**config.mk**
```make
export PLATFORM = sky130hd
export DESIGN_NAME = ws2812_frame_ctrl
export DESIGN_NICKNAME = d
export VERILOG_FILES = /design/src/rtl/ws2812_frame_ctrl.sv
export SDC_FILE = /design/constraint.sdc
export NUM_CORES = 1
export LEC_CHECK = 0
export CORE_MARGIN = 2
export CORE_UTILIZATION = 40
export CTS_CLUSTER_DIAMETER = 50
export DETAILED_ROUTE_END_ITERATION = 8
export GPL_TIMING_DRIVEN = 1
export PLACE_DENSITY = 0.68
export SKIP_LAST_GASP = 1
export SLEW_MARGIN = 20
export SYNTH_ARGS = -nofsm -noshare
export SYNTH_HDL_FRONTEND = slang
export SYNTH_SLANG_ARGS = --single-unit
```
**constraint.sdc**
```tcl
create_clock -name PCLK -period 3.6 [get_ports PCLK]
set_input_delay 0.36 -clock PCLK [delete_from_list [all_inputs] [get_ports PCLK]]
set_output_delay 0.36 -clock PCLK [all_outputs]
set_load 0.05 [all_outputs]
```
**src/rtl/ws2812_frame_ctrl.sv**
```systemverilog
// WS2812 strip controller: APB3 register file, pixel buffer and frame sequencer.
// Defining WS2812_FRAME_IRQ_EN adds the IRQ output and the CTRL.IE bit.

module ws2812_frame_ctrl #(
  parameter int MAX_LEDS = 8,
  parameter int T_BIT    = 125,
  parameter int T1H      = 80,
  parameter int T0H      = 40,
  parameter int T_RST    = 6000
) (
  input  logic        PCLK,
  input  logic        PRESERN,
  input  logic        PSEL,
  input  logic        PENABLE,
  input  logic        PWRITE,
  input  logic [31:0] PADDR,
  input  logic [31:0] PWDATA,
  output logic [31:0] PRDATA,
  output logic        PREADY,
  output logic        PSLVERR,
`ifdef WS2812_FRAME_IRQ_EN
  output logic        IRQ,
`endif
  output logic        LED
);

  localparam int PIX_DEPTH = 16;
  localparam int CYC_MAX   = (T_RST > T_BIT) ? T_RST : T_BIT;
  localparam int CYC_W     = $clog2(CYC_MAX + 1);

  typedef enum logic [1:0] {
    ST_IDLE  = 2'd0,
    ST_HIGH  = 2'd1,
    ST_LOW   = 2'd2,
    ST_LATCH = 2'd3
  } state_t;

  state_t           state_q, state_d;
  logic [CYC_W-1:0] cyc_q, cyc_d;
  logic [3:0]       pix_idx_q, pix_idx_d;
  logic [4:0]       bit_idx_q, bit_idx_d;
  logic             bit_val_q, bit_val_d;
  logic [4:0]       num_lat_q, num_lat_d;
  logic [4:0]       num_q, num_d;
  logic             auto_q, auto_d;
  logic             done_q, done_d;
  logic             led_q, led_d;
  logic [23:0]      pix_q [PIX_DEPTH];
  logic [23:0]      pix_d [PIX_DEPTH];

  logic             access, wr_en, busy, start, w1c, done_set, last_bit;
  logic             is_ctrl, is_stat, is_num, is_pix, pix_ok, num_ok, ie_bit;
  logic [4:0]       reg_idx;
  logic [3:0]       pix_sel;
  logic [CYC_W-1:0] th_len, tl_len;
  logic             unused_paddr;

  assign unused_paddr = ^{PADDR[31:7], PADDR[1:0]};
  assign PREADY       = 1'b1;
  assign LED          = led_q;

  // APB address decode and argument checks
  always_comb begin
    access  = PSEL & PENABLE;
    wr_en   = access & PWRITE;
    reg_idx = PADDR[6:2];
    is_ctrl = (reg_idx == 5'd0);
    is_stat = (reg_idx == 5'd1);
    is_num  = (reg_idx == 5'd2);
    is_pix  = reg_idx[4];
    pix_sel = reg_idx[3:0];
    pix_ok  = ({1'b0, pix_sel} < 5'(MAX_LEDS));
    num_ok  = (PWDATA != 32'd0) && (PWDATA <= 32'(MAX_LEDS));
    busy    = (state_q != ST_IDLE);
    start   = wr_en & is_ctrl & PWDATA[0];
    w1c     = wr_en & is_stat & PWDATA[1];
  end

  // Read data mux and error response
  always_comb begin
    PRDATA  = 32'd0;
    PSLVERR = 1'b0;
    if (access) begin
      PSLVERR = (is_pix & ~pix_ok) | (is_pix & PWRITE & busy) | (is_num & PWRITE & ~num_ok);
      if (is_ctrl) begin
        PRDATA = {29'd0, ie_bit, auto_q, 1'b0};
      end else if (is_stat) begin
        PRDATA = {30'd0, done_q, busy};
      end else if (is_num) begin
        PRDATA = {27'd0, num_q};
      end else if (is_pix && pix_ok) begin
        PRDATA = {8'd0, pix_q[pix_sel]};
      end else begin
        PRDATA = 32'd0;
      end
    end else begin
      PRDATA  = 32'd0;
      PSLVERR = 1'b0;
    end
  end

  // Frame sequencer: bit timing, pixel/bit walk and latch period
  always_comb begin
    th_len    = bit_val_q ? CYC_W'(T1H) : CYC_W'(T0H);
    tl_len    = CYC_W'(T_BIT) - th_len;
    last_bit  = (bit_idx_q == 5'd0) && ({1'b0, pix_idx_q} == (num_lat_q - 5'd1));
    state_d   = state_q;
    cyc_d     = cyc_q + CYC_W'(1);
    pix_idx_d = pix_idx_q;
    bit_idx_d = bit_idx_q;
    bit_val_d = bit_val_q;
    num_lat_d = num_lat_q;
    done_set  = 1'b0;
    case (state_q)
      ST_IDLE: begin
        if (start) begin
          state_d   = ST_HIGH;
          cyc_d     = {CYC_W{1'b0}};
          pix_idx_d = 4'd0;
          bit_idx_d = 5'd23;
          bit_val_d = pix_q[4'd0][5'd23];
          num_lat_d = num_q;
        end else begin
          cyc_d = {CYC_W{1'b0}};
        end
      end
      ST_HIGH: begin
        if (cyc_q == th_len - CYC_W'(1)) begin
          state_d = ST_LOW;
          cyc_d   = {CYC_W{1'b0}};
        end else begin
          state_d = ST_HIGH;
        end
      end
      ST_LOW: begin
        if (cyc_q == tl_len - CYC_W'(1)) begin
          cyc_d = {CYC_W{1'b0}};
          if (last_bit) begin
            state_d = ST_LATCH;
          end else begin
            state_d = ST_HIGH;
            if (bit_idx_q == 5'd0) begin
              pix_idx_d = pix_idx_q + 4'd1;
              bit_idx_d = 5'd23;
            end else begin
              bit_idx_d = bit_idx_q - 5'd1;
            end
            // The bit value is frozen here, at entry to HIGH
            bit_val_d = pix_q[pix_idx_d][bit_idx_d];
          end
        end else begin
          state_d = ST_LOW;
        end
      end
      ST_LATCH: begin
        if (cyc_q == CYC_W'(T_RST - 1)) begin
          done_set = 1'b1;
          cyc_d    = {CYC_W{1'b0}};
          if (auto_q) begin
            state_d   = ST_HIGH;
            pix_idx_d = 4'd0;
            bit_idx_d = 5'd23;
            bit_val_d = pix_q[4'd0][5'd23];
            num_lat_d = num_q;
          end else begin
            state_d = ST_IDLE;
          end
        end else begin
          state_d = ST_LATCH;
        end
      end
      default: begin
        state_d = ST_IDLE;
        cyc_d   = {CYC_W{1'b0}};
      end
    endcase
  end

  // Register file updates; a DONE set beats a same-cycle clear
  always_comb begin
    pix_d = pix_q;
    if (wr_en && is_ctrl) begin
      auto_d = PWDATA[1];
    end else begin
      auto_d = auto_q;
    end
    if (wr_en && is_num && num_ok) begin
      num_d = PWDATA[4:0];
    end else begin
      num_d = num_q;
    end
    if (wr_en && is_pix && pix_ok && !busy) begin
      pix_d[pix_sel] = PWDATA[23:0];
    end else begin
      pix_d[pix_sel] = pix_q[pix_sel];
    end
    done_d = done_set | (done_q & ~w1c);
    led_d  = (state_d == ST_HIGH);
  end

  // State and register flops
  always_ff @(posedge PCLK) begin
    if (PRESERN) begin
      state_q   <= ST_IDLE;
      cyc_q     <= {CYC_W{1'b0}};
      pix_idx_q <= 4'd0;
      bit_idx_q <= 5'd23;
      bit_val_q <= 1'b0;
      num_lat_q <= 5'(MAX_LEDS);
      num_q     <= 5'(MAX_LEDS);
      auto_q    <= 1'b0;
      done_q    <= 1'b0;
      led_q     <= 1'b0;
      for (int i = 0; i < PIX_DEPTH; i++) begin
        pix_q[i] <= 24'd0;
      end
    end else begin
      state_q   <= state_d;
      cyc_q     <= cyc_d;
      pix_idx_q <= pix_idx_d;
      bit_idx_q <= bit_idx_d;
      bit_val_q <= bit_val_d;
      num_lat_q <= num_lat_d;
      num_q     <= num_d;
      auto_q    <= auto_d;
      done_q    <= done_d;
      led_q     <= led_d;
      pix_q     <= pix_d;
    end
  end

`ifdef WS2812_FRAME_IRQ_EN
  logic ie_q, ie_d, irq_q, irq_d;

  // Interrupt enable and registered level interrupt
  always_comb begin
    if (wr_en && is_ctrl) begin
      ie_d = PWDATA[2];
    end else begin
      ie_d = ie_q;
    end
    irq_d = done_q & ie_q;
  end

  // Interrupt flops
  always_ff @(posedge PCLK) begin
    if (PRESERN) begin
      ie_q  <= 1'b0;
      irq_q <= 1'b0;
    end else begin
      ie_q  <= ie_d;
      irq_q <= irq_d;
    end
  end

  assign ie_bit = ie_q;
  assign IRQ    = irq_q;
`else
  assign ie_bit = 1'b0;
`endif

endmodule

```
==> results.toml <==
[run_status]
outcome = "completed"

[cts]
htreeDepth = 2
cts-root-buf = "clkbuf_16"
cts_hold_repair.buffers = 0
clkLatencyLatePin_ns = 0.59
numCtsBuffers = 47
clk_pin_slew_ns = 0.06
cts_tree = "built"
clk_path_buf_depth = 3
clock_sinks = 422

[drt]
dr.pass1.iters = 5
ant_nets = 0
drtIter0Drc = 2688
drc = 0
wl_per_cell_microns = 24.3
vias = 19414
wl_mm = 74.2
vias_per_cell = 6.35

[global_route]
grt_overflow_total = 0
antenna_found_initial = 0
grt_usage_pct = 26.1
grt_pass1_vias = 18780
grt_pass1_wl_mm = 114
grt_max_degree = 119

[layout]
drive_above_1_share_pct = 20.3
nets = 2404
utilization_pct = 48.3
diodes = 0
syn_to_final_growth_pct = 19.4

[setup_path]
end_kind = "flip-flop"
reg2reg_slack_ns = 0.05
cp-start-kind = "flip-flop"
path_class = "reg -> reg"
required_ns = 4.09
worst_r2r_path_depth = 14
cp.arrival_ns = 4.04
critical_path.reg2reg.startpoint = "bit_idx_q[0]"
crit_fanout = 10
r2r_end = "bit_val_q"

[power]
comb_power_share_pct = 6.2
swShare_pct = 24.3
power.internal_w = 0.00793
peakVddDrop_v = 0.000317
power.density_nw_per_um2 = 412
p_seq_share_pct = 45.9
power_w = 0.0105
p_leak_nw = 8.79
pwr-share-clk_pct = 47.9
switchingPower_w = 0.00254

[sta]
hold_viol = 0
fmax_ghz = 0.282
setup_viol = 0
fin_crit_ns = 3.55
worst_pin_slew_ns = 0.878
finalCritPeriodShare_pct = 98.5
slew_headroom_pct = 41.5
slew_violations = 0
hold_ws_ns = 0.258
finClkSkew_ns = 0.0206

[placed_design]
hpwl_mm = 49.6
port_buffers = 67
gp_congestion = 0.950

[logic_synthesis]
ys_ff_latch = 422
netlist.area_leader.share_pct = 39.6
synth.distinct_cells = 77
seq_area_frac_synth_pct = 39.6
synthCells = 2226
syn_area_sq_um = 21300
yosysTopAreaCell = "dfxtp_1"
syn_avg_cell_area_sq_um = 9.57
async_flop_share_pct = 0
yosys-top-cells-area = "dfxtp_1, mux4_2, a211oi_1, nor2b_1, nor2_1"
synth_edf_count = 0
ys_warn_count = 0
ys.flop_type = "dfxtp_1"

[die]
die_w_microns = 235
coreArea_sq_um = 52700
rows = 84
io_pins = 104
dieArea_sq_um = 55100
start_util_pct = 40.5
die_y_microns = 235

[worst_hold_path]
hold_start = "PRESERN"
min_path_cells = 2
hold_class = "in -> reg"
worstHoldEndpoint = "pix_q[60]"

[job]
drv_cap = 0
[logic make-up after synthesis]
logic type      Yosys count  synth area share, %
mux                     220                 17.7
xor+xnor                 21                0.863
buf+inv                 240                 4.71
flops                   422                 39.6
simple gates            755                 18.2
compound gates          560                 18.5
other cells               2               0.0352
fa+ha+maj                 6                0.352
[cells in the final DEF (no fill, tap or decap), drive strengths merged, types with 43 or more instances in the layout]
cell,instances
buf,217
clkbuf,62
mux2i,86
mux4,125
nand2,45
nor2b,203
dfxtp,422
nor2,287
a21oi,43
clkdlybuf4s50,45
o21ai,43
a211oi,206
o22ai,134
nor3,65
[final cells by class]
type	instances	area, sq um
Fill cell	4714	27200
Multi-Input combinational cell	1571	12100
Sequential cell	422	8460
Timing Repair Buffer	263	2340
Clock buffer	61	1340
Tap cell	688	861
Clock inverter	26	275
Inverter	24	90.1
[critical path, stage by stage, from the launching register on]
cell	delay [ns]
dfxtp_2	0.33
inv_2	0.08
ha_4	0.15
or4b_4	0.52
buf_12	0.17
mux2i_4	0.22
buf_6	0.15
buf_12	0.14
o22ai_4	0.13
or3_4	0.14
o21ai_2	0.05
or4_4	0.53
a32oi_2	0.23
o211ai_1	0.27
a32o_1	0.34
[synth_stat cells (9+ instances only)]
cell	n
a211oi_1	206
a21oi_1	43
a22oi_1	10
a31oi_1	11
and2_1	27
buf_1	21
buf_2	34
buf_4	12
clkbuf_1	147
dfxtp_1	422
inv_1	23
mux2_2	9
mux2i_1	85
mux4_2	125
nand2_1	44
nand3_1	26
nor2_1	287
nor2b_1	203
nor3_1	64
nor3b_1	13
nor4_1	27
o211ai_1	9
o21ai_0	39
o221ai_1	26
o22ai_1	134
or3_1	16
xnor2_1	13
[layer usage]
layer / share of wire [%] / vias up / track usage (%)
met5: 0 / - / 0
met2: 44 / 1146 / 39.5
met3: 11 / 232 / 6.50
li1: - / 8582 / -
met1: 40 / 9454 / 35.3
met4: 4.4 / 0 / 11.1
[power by group through the flow]
stage / clock network, W / registers, W / logic (W)
after floorplan: 0 / 0.00489 / 0.000428
after global placement: 0 / 0.00490 / 0.000629
after detailed placement: 0 / 0.00490 / 0.000640
after CTS: 0.00506 / 0.00480 / 0.000643
after global routing: 0.00526 / 0.00481 / 0.000693
final: 0.00502 / 0.00480 / 0.000653
[flip-flops by register name, indices dropped and copies added (netlist names)]
| name | cells |
|---|---|
| LED | 1 |
| auto_q | 1 |
| bit_idx_q | 5 |
| bit_val_q | 1 |
| cyc_q | 13 |
| done_q | 1 |
| num_lat_q | 5 |
| num_q | 5 |
| pix_idx_q | 4 |
| pix_q | 384 |
| state_q | 2 |
[per-stage QoR]
stage               worst slack (ns)  setup TNS, ns  cells  instance area [sq um]
detailed placement            0.0177              0   2963                  23700
finish                        0.0535              0   3055                  25400
global route                -0.00511       -0.00511   3055                  25400
global placement              0.0139              0   2963                  23700
floorplan                      0.384              0   2233                  21300
CTS                           0.0342              0   3051                  25300
[worst max-delay path by stage]
stage / start / to / slack, ns
CTS: bit_idx_q[0] / bit_val_q / 0.03
finish: bit_idx_q[0] / bit_val_q / 0.05
floorplan: bit_idx_q[0] / bit_val_q / 0.38
global route: bit_idx_q[0] / bit_val_q / -0.005
detailed placement: bit_idx_q[0] / bit_val_q / 0.02
global placement: bit_idx_q[0] / bit_val_q / 0.01
[repair_timing]
item | 4_1_cts | 5_1_grt
pin swaps | 0 | 6
gates resized for setup | 0 | 23
setup endpoints to repair | 1 | 1
setup buffers | 1 | 4
cloned | 0 | 1
Note: power is estimated with default switching activity, not from simulation.
